===== config.mk =====
export PLATFORM = sky130hd
export DESIGN_NAME = sfdbs0_err_log_arb
export DESIGN_NICKNAME = d
export VERILOG_FILES = /design/src/rtl/sfdbs0_err_pkg.sv /design/src/rtl/sfdbs0_rr_arb.sv /design/src/rtl/sfdbs0_err_log_arb.sv
export SDC_FILE = /design/constraint.sdc
export NUM_CORES = 1
export LEC_CHECK = 0
export BUFFER_PORTS_ARGS = -buffer_cell sky130_fd_sc_hd__buf_2
export CAP_MARGIN = 20
export CORE_AREA = 5 5 119 121
export CTS_CLUSTER_SIZE = 25
export DETAILED_ROUTE_END_ITERATION = 16
export DIE_AREA = 0 0 124 126
export GPL_TIMING_DRIVEN = 0
export PLACE_DENSITY_LB_ADDON = 0.1
export SETUP_SLACK_MARGIN = 0.5
export SLEW_MARGIN = 25
export SYNTH_ARGS = -nofsm -noshare
export SYNTH_HDL_FRONTEND = slang
export SYNTH_SLANG_ARGS = --single-unit
export TNS_END_PERCENT = 10

===== constraint.sdc =====
create_clock -name clk -period 4.1 [get_ports clk]
set_input_delay 0.205 -clock clk [delete_from_list [all_inputs] [get_ports clk]]
set_output_delay 0.205 -clock clk [all_outputs]
set_load 0.05 [all_outputs]

===== src/rtl/sfdbs0_err_pkg.sv =====
// Shared types for the sfdbs0 error-log arbiter: reporter record, FSM states, code constants.
// Latency: n/a (types only).
// Backpressure: n/a.
// Contents: err_rec_t (one reporter's error payload), arb_state_e, ERR_CODE_NONE, popcount8().
package sfdbs0_err_pkg;

   // One error report as it will land in err_log / err_data / err_idx.
   typedef struct packed {
      logic [2:0]  code;
      logic        access;
      logic [5:0]  id;
      logic [31:0] data;
      logic [4:0]  slice_idx;
      logic [3:0]  group_idx;
   } err_rec_t;

   typedef enum logic [1:0] {
      IDLE    = 2'd0,
      CAPTURE = 2'd1,
      SETTLE  = 2'd2,
      HELD    = 2'd3
   } arb_state_e;

   // A code of zero means "no error" in err_log, so a reporter may never send it.
   localparam logic [2:0] ERR_CODE_NONE = 3'd0;

   function automatic logic [3:0] popcount8(input logic [7:0] v);
      logic [3:0] n;
      n = 4'd0;
      for (int i = 0; i < 8; i++) begin
         n = n + {3'd0, v[i]};
      end
      return n;
   endfunction

endpackage


===== src/rtl/sfdbs0_rr_arb.sv =====
// Round-robin picker: first requester at or above ptr, wrapping past NUM_SRC-1.
// Latency: combinational.
// Backpressure: none; caller decides whether the grant is used.
// Ports: req (per-source request), ptr (search start), gnt (one-hot), idx (binary grant), any (gnt valid).
module sfdbs0_rr_arb #(
   parameter int NUM_SRC = 4,
   parameter int IDX_W   = 2
) (
   input  logic [NUM_SRC-1:0] req,
   input  logic [IDX_W-1:0]   ptr,
   output logic [NUM_SRC-1:0] gnt,
   output logic [IDX_W-1:0]   idx,
   output logic               any
);

   always_comb begin
      int c;
      c   = 0;
      gnt = '0;
      idx = '0;
      any = 1'b0;
      for (int k = 0; k < NUM_SRC; k++) begin
         c = int'(ptr) + k;
         if (c >= NUM_SRC) begin
            c = c - NUM_SRC;
         end
         if (!any && req[c]) begin
            any = 1'b1;
            idx = IDX_W'(c);
         end
      end
      if (any) begin
         gnt[idx] = 1'b1;
      end
   end

endmodule


===== src/rtl/sfdbs0_err_log_arb.sv =====
// Shares the sfdbs0 err_log/err_data/err_idx registers among NUM_SRC reporters: RR first-error capture, multi flag, drop count.
// Latency: src_vld in IDLE -> log write enables 1 cycle later -> log_code_q shows the write 2 cycles later.
// Backpressure: src_rdy is a registered one-cycle pulse; sources hold src_vld until it arrives.
// Ports: clk/rst; src_* per-reporter error payloads and vld/rdy; log_code_q/log_multi_q read back from the
//        register block; *_d/*_enb drive the register block write side; err_irq, proto_err pulses; drop_cnt.
module sfdbs0_err_log_arb
   import sfdbs0_err_pkg::*;
#(
   parameter int NUM_SRC = 4,
   parameter int CNT_W   = 16
) (
   input  logic                 clk,
   input  logic                 rst,
   input  logic [NUM_SRC-1:0]   src_vld,
   output logic [NUM_SRC-1:0]   src_rdy,
   input  logic [NUM_SRC*3-1:0] src_code,
   input  logic [NUM_SRC-1:0]   src_access,
   input  logic [NUM_SRC*6-1:0] src_id,
   input  logic [NUM_SRC*32-1:0] src_data,
   input  logic [NUM_SRC*5-1:0] src_slice_idx,
   input  logic [NUM_SRC*4-1:0] src_group_idx,
   input  logic [2:0]           log_code_q,
   input  logic                 log_multi_q,
   output logic [2:0]           code_d,
   output logic                 access_d,
   output logic [5:0]           id_d,
   output logic                 multi_d,
   output logic                 code_enb,
   output logic                 access_enb,
   output logic                 id_enb,
   output logic                 multi_enb,
   output logic [31:0]          data_d,
   output logic                 data_enb,
   output logic [4:0]           slice_idx_d,
   output logic                 slice_idx_enb,
   output logic [3:0]           group_idx_d,
   output logic                 group_idx_enb,
   output logic                 err_irq,
   output logic                 proto_err,
   output logic [CNT_W-1:0]     drop_cnt
);

   localparam int IDX_W = (NUM_SRC > 1) ? $clog2(NUM_SRC) : 1;

   // ---------------------------------------------------------------- state
   arb_state_e          state_q, state_d;
   logic [IDX_W-1:0]    rr_ptr_q, rr_ptr_d;
   logic                multi_sent_q, multi_sent_d;
   logic [CNT_W-1:0]    drop_q, drop_d;

   // Output flops (every output is registered).
   err_rec_t            rec_q, rec_d;
   logic                cap_q, cap_d;
   logic                multi_dat_q, multi_dat_d;
   logic                multi_enb_q, multi_enb_d;
   logic [NUM_SRC-1:0]  rdy_q, rdy_d;
   logic                irq_q, irq_d;
   logic                proto_q, proto_d;

   // ---------------------------------------------------------------- source unpack
   err_rec_t            rec [NUM_SRC];
   logic [NUM_SRC-1:0]  legal;

   for (genvar i = 0; i < NUM_SRC; i++) begin : g_unpack
      assign rec[i] = '{code:      src_code[3*i +: 3],
                        access:    src_access[i],
                        id:        src_id[6*i +: 6],
                        data:      src_data[32*i +: 32],
                        slice_idx: src_slice_idx[5*i +: 5],
                        group_idx: src_group_idx[4*i +: 4]};
      assign legal[i] = (src_code[3*i +: 3] != ERR_CODE_NONE);
   end

   // rdy is registered, so a valid is still visible in the cycle its rdy pulse
   // is out; masking with rdy_q stops that same error from being taken twice.
   logic [NUM_SRC-1:0]  fresh;
   logic [NUM_SRC-1:0]  illegal_req;
   logic [NUM_SRC-1:0]  legal_req;

   assign fresh       = src_vld & ~rdy_q;
   assign illegal_req = fresh & ~legal;
   assign legal_req   = fresh & legal;

   logic [NUM_SRC-1:0]  gnt;
   logic [IDX_W-1:0]    gnt_idx;
   logic                gnt_any;

   sfdbs0_rr_arb #(
      .NUM_SRC (NUM_SRC),
      .IDX_W   (IDX_W)
   ) u_rr_arb (
      .req (legal_req),
      .ptr (rr_ptr_q),
      .gnt (gnt),
      .idx (gnt_idx),
      .any (gnt_any)
   );

   // Saturating drop counter: one extra bit catches the overflow.
   logic [CNT_W:0]      drop_sum;
   assign drop_sum = {1'b0, drop_q} + (CNT_W+1)'(popcount8(8'(legal_req)));

   // ---------------------------------------------------------------- next state / outputs
   always_comb begin
      state_d      = state_q;
      rr_ptr_d     = rr_ptr_q;
      multi_sent_d = multi_sent_q;
      drop_d       = drop_q;
      rec_d        = '0;
      cap_d        = 1'b0;
      multi_dat_d  = 1'b0;
      multi_enb_d  = 1'b0;
      irq_d        = 1'b0;
      // Zero-code reports are swallowed in every state and never logged.
      rdy_d        = illegal_req;
      proto_d      = |illegal_req;

      case (state_q)
         IDLE: begin
            multi_sent_d = 1'b0;
            if (log_code_q != ERR_CODE_NONE) begin
               // Log still owned by software (e.g. stale across reset).
               state_d = HELD;
            end else if (gnt_any) begin
               state_d     = CAPTURE;
               rdy_d       = rdy_d | gnt;
               cap_d       = 1'b1;
               irq_d       = 1'b1;
               rec_d       = rec[gnt_idx];
               // Write multi=0 with the capture so a leftover multi is cleared.
               multi_enb_d = 1'b1;
               multi_dat_d = 1'b0;
               if (gnt_idx == IDX_W'(NUM_SRC-1)) begin
                  rr_ptr_d = '0;
               end else begin
                  rr_ptr_d = gnt_idx + IDX_W'(1);
               end
            end
         end
         CAPTURE: begin
            state_d = SETTLE;
         end
         SETTLE: begin
            // Gives the register block a cycle so log_code_q shows the new code
            // before HELD starts testing it for the software clear.
            state_d = HELD;
         end
         HELD: begin
            if (log_code_q == ERR_CODE_NONE) begin
               // Software clear wins; pending errors are arbitrated from IDLE.
               state_d = IDLE;
            end else begin
               rdy_d = rdy_d | legal_req;
               if (drop_sum[CNT_W]) begin
                  drop_d = '1;
               end else begin
                  drop_d = drop_sum[CNT_W-1:0];
               end
               if ((|legal_req) && !log_multi_q && !multi_sent_q) begin
                  multi_enb_d  = 1'b1;
                  multi_dat_d  = 1'b1;
                  multi_sent_d = 1'b1;
               end
            end
         end
         default: begin
            state_d = IDLE;
         end
      endcase
   end

   // ---------------------------------------------------------------- registers
   always_ff @(posedge clk or posedge rst) begin
      if (rst) begin
         state_q      <= IDLE;
         rr_ptr_q     <= '0;
         multi_sent_q <= 1'b0;
         drop_q       <= '0;
         rec_q        <= '0;
         cap_q        <= 1'b0;
         multi_dat_q  <= 1'b0;
         multi_enb_q  <= 1'b0;
         rdy_q        <= '0;
         irq_q        <= 1'b0;
         proto_q      <= 1'b0;
      end else begin
         state_q      <= state_d;
         rr_ptr_q     <= rr_ptr_d;
         multi_sent_q <= multi_sent_d;
         drop_q       <= drop_d;
         rec_q        <= rec_d;
         cap_q        <= cap_d;
         multi_dat_q  <= multi_dat_d;
         multi_enb_q  <= multi_enb_d;
         rdy_q        <= rdy_d;
         irq_q        <= irq_d;
         proto_q      <= proto_d;
      end
   end

   // ---------------------------------------------------------------- outputs
   assign src_rdy       = rdy_q;
   assign code_d        = rec_q.code;
   assign access_d      = rec_q.access;
   assign id_d          = rec_q.id;
   assign data_d        = rec_q.data;
   assign slice_idx_d   = rec_q.slice_idx;
   assign group_idx_d   = rec_q.group_idx;
   assign code_enb      = cap_q;
   assign access_enb    = cap_q;
   assign id_enb        = cap_q;
   assign data_enb      = cap_q;
   assign slice_idx_enb = cap_q;
   assign group_idx_enb = cap_q;
   assign multi_d       = multi_dat_q;
   assign multi_enb     = multi_enb_q;
   assign err_irq       = irq_q;
   assign proto_err     = proto_q;
   assign drop_cnt      = drop_q;

endmodule


==> reports/results.ini, run 1 <==
[clock_tree]
tritoncts.num_buffers = 9
clock_sink_count = 80
number_of_buffers_added_for_setup_after_cts = 0
clk_pin_slew_worst_paths_ps = 60
cts_htree_levels = 3
root_buffer_cell = sky130_fd_sc_hd__clkbuf_16
cts.path.max_buffers = 2
cts_tree = built
worst_skew_pair.late_latency_ps = 330

[yosys]
syn_area_um2 = 5060
post_synthesis_instance_total = 423
ys.warnings.count = 0
synth_async_sr_flop_share_pct = 100
number_of_unique_standard_cell_types_used_by_synthesis = 58
cell_with_the_most_instances_after_synthesis = sky130_fd_sc_hd__mux2i_1
synth_flop_cell = sky130_fd_sc_hd__dfrtp_1
syn-num-nets = 645
yosysTopAreaCellShare_pct = 39.6
synth_commonest_cells = 102 x sky130_fd_sc_hd__mux2i_1, 80 x sky130_fd_sc_hd__dfrtp_1, 50 x sky130_fd_sc_hd__o22ai_2
yosys.area.top_type = sky130_fd_sc_hd__dfrtp_1
synth.area.top_cells = sky130_fd_sc_hd__dfrtp_1 40%, sky130_fd_sc_hd__mux2i_1 20%, sky130_fd_sc_hd__o22ai_2 12%
synth_seq_cells = 80
synth_enable_flop_cells = 0
avgSynthCellArea_um2 = 12.0
synth-seq-area-share_pct = 39.6

[finish]
nFillCells = 1188
area_delta_synth_final_pct = 39.8
final_layout_size_suffix_gt1_share_pct = 55.5
final_cells = 912
seqCellArea_um2 = 2000
finish.net_count = 952
cell_area_after_layout_um2 = 7070
multi_input_area_um2 = 2680

[pwr]
cellLeakagePower_nw = 3.82
power_density_cells_nw_per_um2 = 532
peakVddDrop_mv = 0.195

[global_route]
global_route.overflow_total = 0
vias_in_the_first_global_route = 4867
grt_usage_pct = 20.3
grt_antenna_before_repair = 1
grt_start_max_net_pins = 42
grt_first_pass_wirelength_um = 24900

[worst_setup_path]
worstPathArrival_ps = 3640
timing.critical_path.slowest_stage_cell = sky130_fd_sc_hd__or3_1
longest_individual_stage_delay_on_the_worst_path_ps = 530
crit_path_cell_trace = nor2b_1, nand2_1, xnor2_1, ha_1, ha_1, a21o_1, fa_1, and3_1, nand4b_1, or3_1, clkbuf_2, nand2_1
path_delay_family = simple AND/OR/NAND/NOR gates
worst-path-max-fanout = 10
cp-end-kind = flip-flop
worst-path-buf-inv = 1
required_time_of_the_critical_path_ps = 4370
class_of_the_most_critical_setup_path = reg2reg
start_kind = flip-flop

[die]
chipHeight_um = 126
ioPinCount = 295
rows = 42
die_area_um2 = 15600
fp.dieW_um = 124
initial_utilization_pct = 39.0
coreArea_um2 = 13000

[hold_path]
path_category_of_the_worst_min_delay_check = in2reg

[placed_design]
port_buffers = 294
dp.final_hpwl_um = 13400
gp_congestion = 0.838
post-place-cells = 894
postPlaceCellArea_um2 = 6770

[run_status]
outcome = completed

[route]
post_drt_antenna_nets = 0
detail_route.first_pass.iterations = 5
dr.first_iter.drc_count = 217
drc = 0
vias = 4574
drt_wl_total_um = 16400
avgRoutedWirePerCell_um = 18.0
vias_per_cell = 5.02

[timing]
finalClockSkew_ps = 6.97
fin_setup_tns_ps = 0
finalSetupViolCount = 0
slew_headroom_pct = 37.6
timing.fmax_mhz = 297
worst_hold_slack_ps = 156
final_max_slew_viol_count = 0
min_period_over_period_pct = 82.2
actual_transition_at_the_worst_max_transition_pin_ps = 928
period_minus_slack_ps = 3370
setup_repair_after_global_routing_missed_its_margin = no
timing.final.hold_violations = 0

[run]
cap_violations = 0

[kinds of logic after synthesis]
logic type,share of synthesized area (%)
flip-flops,39.6
adder cells (fa/ha/maj),2.13
buffers and inverters,7.54
XOR/XNOR,2.08
multiplexers,20.6
AO/OA/AOI/OAI,19.5
AND/OR/NAND/NOR,8.53
[sequential cells by signal (all words and copies together) (netlist names), 2 cells and up]
name and flops:
drop_cnt 16, data_d 32, rr_ptr_q 2, slice_idx_d 5, group_idx_d 4, id_d 6, src_rdy 4, code_d 3
state_q 2
[metrics by stage]
step	setup slack [ps]	utilization, %	total power [mW]
after global routing	512	54.5	3.98
after global placement	605	52.0	2.99
after detailed placement	592	52.2	3.02
final	732	54.5	3.76
after CTS	607	54.4	3.80
after floorplan	854	-	2.55
[worst paths after layout]
path | from | to | slack, ps | depth (start not counted)
min | src_data[36] | data_d[4] | 160 | 3
max in group asynchronous | rst | src_rdy[0] | 3040 | 4
max | src_rdy[0] | drop_cnt[8] | 730 | 12
min in group asynchronous | rst | data_d[4] | 460 | 3
min reg2reg | state_q[0] | state_q[0] | 530 | 1
max reg2reg | src_rdy[0] | drop_cnt[8] | 730 | 12
[cells in the final DEF (no fill, tap or decap), types with 3 or more instances in the layout]
cell / count
sky130_fd_sc_hd__dfrtp_1: 80
sky130_fd_sc_hd__nand3_1: 9
sky130_fd_sc_hd__xnor2_1: 3
sky130_fd_sc_hd__buf_6: 12
sky130_fd_sc_hd__clkinv_2: 3
sky130_fd_sc_hd__nor2_1: 16
sky130_fd_sc_hd__o21ai_0: 7
sky130_fd_sc_hd__a21oi_1: 7
sky130_fd_sc_hd__inv_1: 6
sky130_fd_sc_hd__clkbuf_16: 9
sky130_fd_sc_hd__o22ai_2: 50
sky130_fd_sc_hd__xor2_1: 9
sky130_fd_sc_hd__nor3_1: 5
sky130_fd_sc_hd__buf_4: 7
sky130_fd_sc_hd__and3_1: 3
sky130_fd_sc_hd__buf_8: 9
sky130_fd_sc_hd__buf_2: 296
sky130_fd_sc_hd__nor2b_1: 4
sky130_fd_sc_hd__nand2_1: 23
sky130_fd_sc_hd__or3_1: 4
sky130_fd_sc_hd__and2_1: 4
sky130_fd_sc_hd__clkbuf_1: 3
sky130_fd_sc_hd__a21o_1: 3
sky130_fd_sc_hd__ha_1: 7
sky130_fd_sc_hd__mux2i_1: 102
[layout make-up]
cell class                 instances  area share [%]
antenna                            1          0.0354
buffer                            34            4.94
clock buffer                      11            3.57
clock inverter                     5           0.442
inverter                           9           0.513
multi-input combinational        300            37.8
sequential                        80            28.3
tap                              176            3.11
timing repair buffer             296            21.2
[worst reg2reg max path: cells and delay by family (launching register included)]
family / cells / cell delay (ps)
xor gates and xnor gates: 1 / 160
buffers and inverters: 1 / 230
AOI/OAI and AO/OA: 1 / 140
adders and majority gates: 3 / 820
DFF: 1 / 400
and+or+nand+nor: 6 / 1580
[what timing repair did]
| action | CTS | global route |
|---|---|---|
| hold buffers | 1 | 0 |
| setup endpoints to repair | 0 | 10 |
| resized for setup | 0 | 2 |
| endpoints found under the hold margin | 39 | 0 |
[power breakdown]
group          internal (mW)  switching (mW)
Combinational          0.823            1.19
Clock                  0.441           0.322
Sequential             0.893          0.0895
[per-layer routing]
metal / GRT usage [%] / share of wire [%] / vias to the layer above / routed length (µm)
li1: - / - / 2187 / -
met1: 24.2 / 40 / 2158 / 6490
met2: 35.3 / 50 / 214 / 8280
met3: 5.47 / 8.8 / 15 / 1450
met4: 6.19 / 1.2 / 0 / 199
met5: 0 / 0 / - / 0
No activity file was read; power rests on OpenSTA's default activity.
==> run 2: changes to the inputs <==
==> constraint.sdc (replaced) <==
create_clock -name clk -period 3 [get_ports clk]
set_input_delay 0.15 -clock clk [delete_from_list [all_inputs] [get_ports clk]]
set_output_delay 0.15 -clock clk [all_outputs]
set_load 0.05 [all_outputs]
==> reports/results.ini, run 2 (same netlist as run 1, synthesis figures left out) <==
[run_status]
outcome = completed

[global_route]
grt_first_pass_wirelength_um = 26000
grt_usage_pct = 21.8
grt_antenna_before_repair = 0
global_route.overflow_total = 0
vias_in_the_first_global_route = 4895
grt_start_max_net_pins = 46

[worst_setup_path]
worstPathArrival_ps = 3060
path_delay_family = simple AND/OR/NAND/NOR gates
worst-path-buf-inv = 1
crit-reg2reg-capture = drop_cnt[9]
reg2reg_slack_ps = 220
required_time_of_the_critical_path_ps = 3280
critical_path.reg2reg.startpoint = src_rdy[0]
longest_individual_stage_delay_on_the_worst_path_ps = 440
worst-path-max-fanout = 5
crit_path_cell_trace = nor2b_4, nand2_2, xnor2_1, ha_1, ha_4, a21o_1, fa_2, and3_1, nand4b_1, or3_4, clkbuf_8, nand2_1
class_of_the_most_critical_setup_path = reg2reg
ff2ff_path_depth = 12
start_kind = flip-flop
timing.critical_path.slowest_stage_cell = sky130_fd_sc_hd__or3_4
cp-end-kind = flip-flop

[pwr]
power_density_cells_nw_per_um2 = 736
totalPowerFinal_mw = 5.29
p_sw_mw = 2.24
seq_power_share_pct = 25.4
cellLeakagePower_nw = 3.87
power_frac_clock_pct = 20.4
netSwitchingFraction_pct = 42.3
power.combinational.fraction_pct = 54.1
internal_power_mw = 3.05
peakVddDrop_mv = 0.290

[route]
vias_per_cell = 5.02
drc = 0
vias = 4607
post_drt_antenna_nets = 0
avgRoutedWirePerCell_um = 19.1
dr.first_iter.drc_count = 235
drt_wl_total_um = 17500
detail_route.first_pass.iterations = 4

[clock_tree]
clock_sink_count = 80
tritoncts.num_buffers = 9
clk_pin_slew_worst_paths_ps = 60
root_buffer_cell = sky130_fd_sc_hd__clkbuf_16
cts_tree = built
worst_skew_pair.late_latency_ps = 340
cts_htree_levels = 3
cts.path.max_buffers = 2

[finish]
diodes = 0
number_of_flip_flops_under_the_largest_register_name = 32
area_delta_synth_final_pct = 42.0
cell_area_after_layout_um2 = 7180
nFillCells = 1161
seqCellArea_um2 = 2000
finish.net_count = 961
multi_input_area_um2 = 2710
finish.utilization_pct = 55.3
most_common_library_cell_in_the_layout_ignoring_fill_and_taps = sky130_fd_sc_hd__buf_2
final_cells = 917
top_library_cells_by_usage_in_the_layout_fill_and_taps_aside = 296 x sky130_fd_sc_hd__buf_2, 102 x sky130_fd_sc_hd__mux2i_1, 79 x sky130_fd_sc_hd__dfrtp_1
final_layout_size_suffix_gt1_share_pct = 56.5

[timing]
finalClockSkew_ps = 6.55
actual_transition_at_the_worst_max_transition_pin_ps = 872
min_period_over_period_pct = 92.7
timing.final.hold_violations = 0
slew_headroom_pct = 41.3
finalSetupViolCount = 0
fin_setup_tns_ps = 0
setup_repair_after_global_routing_missed_its_margin = yes
setup_slack_ps = 218
timing.fmax_mhz = 359
worst_hold_slack_ps = 90.8
period_minus_slack_ps = 2780
final_max_slew_viol_count = 0

[placed_design]
post-place-cells = 894
dp.final_hpwl_um = 14100
dp_slack_ps = -108
postPlaceCellArea_um2 = 6820
gp_congestion = 0.823
port_buffers = 294

[hold_path]
hp-start = src_data[40]
hold-path-endpoint = data_d[8]
min_path_cells = 3
path_category_of_the_worst_min_delay_check = in2reg

[die]
initial_utilization_pct = 39.0
coreArea_um2 = 13000
ioPinCount = 295
chipHeight_um = 126
die_area_um2 = 15600
fp.dieW_um = 124
rows = 42

[run]
cap_violations = 0

run 2: worst max path at each step:
stage / cells past startpoint / slack [ps] / from / to
after floorplan: 12 / 180 / src_rdy[0] / drop_cnt[13]
after global placement: 2 / -560 / rst / src_rdy[0]
final: 12 / 220 / src_rdy[0] / drop_cnt[9]
after global routing: 12 / 110 / src_rdy[0] / drop_cnt[2]
after CTS: 12 / 140 / src_rdy[0] / drop_cnt[13]
after detailed placement: 14 / -110 / src_code[1] / drop_cnt[13]
run 2: final cells by class:
type / count / share of cell area, %
Buffer: 34 / 4.98
Clock buffer: 12 / 3.43
Clock inverter: 1 / 0.418
Inverter: 9 / 0.505
Multi-Input combinational cell: 300 / 37.7
Sequential cell: 80 / 27.9
Tap cell: 176 / 3.07
Timing Repair Buffer: 305 / 22.0
run 2: power groups by stage:
stage | logic, mW | clock network, mW | registers, mW
2_1_floorplan | 1.80 | 0 | 1.71
3_3_place_gp | 2.77 | 0 | 1.36
3_5_place_dp | 2.83 | 0 | 1.36
4_1_cts | 2.88 | 1.10 | 1.34
5_1_grt | 3.07 | 1.15 | 1.37
6_report | 2.86 | 1.08 | 1.34
run 2: timing repair:
item / 4_1_cts / 5_1_grt
hold buffers: 1 / 0
gates resized for setup: 1 / 3
gates cloned: 1 / 0
endpoints found under the setup margin: 21 / 69
pin swaps: 2 / 1
setup buffers: 6 / 2
endpoints found under the hold margin: 35 / 0
run 2: worst reg2reg max path: stages, from the launching register on:
cell,delay (ps)
sky130_fd_sc_hd__dfrtp_2,420
sky130_fd_sc_hd__nor2b_4,140
sky130_fd_sc_hd__nand2_2,90
sky130_fd_sc_hd__xnor2_1,130
sky130_fd_sc_hd__ha_1,310
sky130_fd_sc_hd__ha_4,280
sky130_fd_sc_hd__a21o_1,120
sky130_fd_sc_hd__fa_2,200
sky130_fd_sc_hd__and3_1,150
sky130_fd_sc_hd__nand4b_1,230
sky130_fd_sc_hd__or3_4,440
sky130_fd_sc_hd__clkbuf_8,170
sky130_fd_sc_hd__nand2_1,60
run 2: per-layer routing:
layer	up-vias	global-route usage, %	part of all wire, %
li1	2204	-	-
met1	2160	26.6	39
met2	217	37.3	50
met3	26	4.93	8.1
met4	0	7.93	2.3
met5	-	0	0
==> run 3: changes to the inputs <==
--- a/config.mk
+++ b/config.mk
@@ -12,8 +12,10 @@
 export DETAILED_ROUTE_END_ITERATION = 16
 export DIE_AREA = 0 0 124 126
 export GPL_TIMING_DRIVEN = 0
-export PLACE_DENSITY_LB_ADDON = 0.1
+export HOLD_SLACK_MARGIN = 0.08
+export PLACE_DENSITY = 0.76
 export SETUP_SLACK_MARGIN = 0.5
+export SKIP_CTS_REPAIR_TIMING = 1
 export SLEW_MARGIN = 25
 export SYNTH_ARGS = -nofsm -noshare
 export SYNTH_HDL_FRONTEND = slang
==> reports/results.ini, run 3 (same netlist as run 1, synthesis figures left out) <==
[clock_tree]
tritoncts.num_buffers = 9
worst_skew_pair.late_latency_ps = 340
clock_sink_count = 80
cts_htree_levels = 3
root_buffer_cell = sky130_fd_sc_hd__clkbuf_16
cts.path.max_buffers = 2
cts_tree = built
clk_pin_slew_worst_paths_ps = 60

[timing]
actual_transition_at_the_worst_max_transition_pin_ps = 914
setup_slack_ps = 126
timing.fmax_mhz = 348
fin_setup_tns_ps = 0
slew_headroom_pct = 38.5
finalClockSkew_ps = 8.98
final_max_slew_viol_count = 0
min_period_over_period_pct = 95.8
period_minus_slack_ps = 2870
finalSetupViolCount = 0
setup_repair_after_global_routing_missed_its_margin = yes
timing.final.hold_violations = 0

[pwr]
cellLeakagePower_nw = 3.90
peakVddDrop_mv = 0.371
power_density_cells_nw_per_um2 = 750

[global_route]
grt_first_pass_wirelength_um = 25000
vias_in_the_first_global_route = 5020
grt_antenna_before_repair = 0
grt_start_max_net_pins = 52
grt_usage_pct = 20.4
global_route.overflow_total = 0

[worst_setup_path]
required_time_of_the_critical_path_ps = 3280
cp-end-kind = flip-flop
worstPathArrival_ps = 3150
class_of_the_most_critical_setup_path = reg2reg
start_kind = flip-flop
worst-path-max-fanout = 5

[finish]
cell_area_after_layout_um2 = 7280
diodes = 0
most_common_library_cell_in_the_layout_ignoring_fill_and_taps = sky130_fd_sc_hd__buf_2
area_delta_synth_final_pct = 43.9
top_library_cells_by_usage_in_the_layout_fill_and_taps_aside = 296 x sky130_fd_sc_hd__buf_2, 102 x sky130_fd_sc_hd__mux2i_1, 79 x sky130_fd_sc_hd__dfrtp_1
finish.net_count = 960
number_of_flip_flops_under_the_largest_register_name = 32
final_layout_size_suffix_gt1_share_pct = 57.6
final_cells = 919

[route]
detail_route.first_pass.iterations = 4
vias = 4701
drt_wl_total_um = 16600
avgRoutedWirePerCell_um = 18.1
post_drt_antenna_nets = 0
dr.first_iter.drc_count = 154
vias_per_cell = 5.12
drc = 0

[hold_path]
path_category_of_the_worst_min_delay_check = in2reg

[die]
initial_utilization_pct = 39.0
chipHeight_um = 126
rows = 42
fp.dieW_um = 124
coreArea_um2 = 13000
die_area_um2 = 15600
ioPinCount = 295

[run]
cap_violations = 0

[placed_design]
gp_congestion = 0.916
port_buffers = 294
dp_slack_ps = -56.0
postPlaceCellArea_um2 = 6820
dp.final_hpwl_um = 13200
post-place-cells = 894

[run_status]
outcome = completed

run 3: area by class of cell:
class / instances / area [µm²]
Tap cell: 176 / 220
Sequential cell: 80 / 2000
Inverter: 9 / 36.3
Clock inverter: 3 / 65.1
Fill cell: 1125 / 5700
Multi-Input combinational cell: 300 / 2750
Clock buffer: 13 / 260
Timing Repair Buffer: 304 / 1590
Buffer: 34 / 359
run 3: path summary, 6_finish.rpt:
path	slack [ps]	depth (start not counted)	to	from
min in group asynchronous	360	3	data_d[2]	rst
worst min-delay path	100	3	id_d[4]	src_id[10]
worst max-delay path	130	12	drop_cnt[4]	src_rdy[0]
worst min register to register	530	2	multi_sent_q	multi_sent_q
worst max register to register	130	12	drop_cnt[4]	src_rdy[0]
max in group asynchronous	2040	4	data_d[5]	rst
run 3: worst max-delay path: stages, from the launching register on:
cell	delay [ps]
sky130_fd_sc_hd__dfrtp_2	430
sky130_fd_sc_hd__nor2b_4	150
sky130_fd_sc_hd__nand2_2	100
sky130_fd_sc_hd__xnor2_2	180
sky130_fd_sc_hd__ha_4	230
sky130_fd_sc_hd__ha_4	270
sky130_fd_sc_hd__a21o_1	130
sky130_fd_sc_hd__fa_2	210
sky130_fd_sc_hd__and3_4	160
sky130_fd_sc_hd__nand4b_1	200
sky130_fd_sc_hd__or3_4	500
sky130_fd_sc_hd__clkbuf_16	170
sky130_fd_sc_hd__nand2_1	50
run 3: per-layer routing:
metal,global-route usage (%),vias up,part of all wire [%]
met5,0,-,0
met3,3.86,33,7.6
met2,35.2,224,51
li1,-,2198,-
met4,9.02,0,2.7
met1,24.4,2246,39
run 3: through the flow:
| step | total power, mW | hold slack (ps) | utilization [%] |
|---|---|---|---|
| 6_report | 5.46 | 102 | 56.1 |
| 2_1_floorplan | 3.51 | 344 | - |
| 3_5_place_dp | 4.18 | 189 | 52.5 |
| 5_1_grt | 5.75 | 92.4 | 56.1 |
| 4_1_cts | 5.40 | -180 | 55.0 |
| 3_3_place_gp | 4.10 | 436 | 52.3 |
run 3: report_power, final:
| group | total, mW | internal, mW | switching, mW |
|---|---|---|---|
| registers | 1.35 | 1.22 | 0.132 |
| logic | 2.89 | 1.21 | 1.68 |
| clock network | 1.22 | 0.774 | 0.442 |
| total | 5.46 | 3.20 | 2.26 |
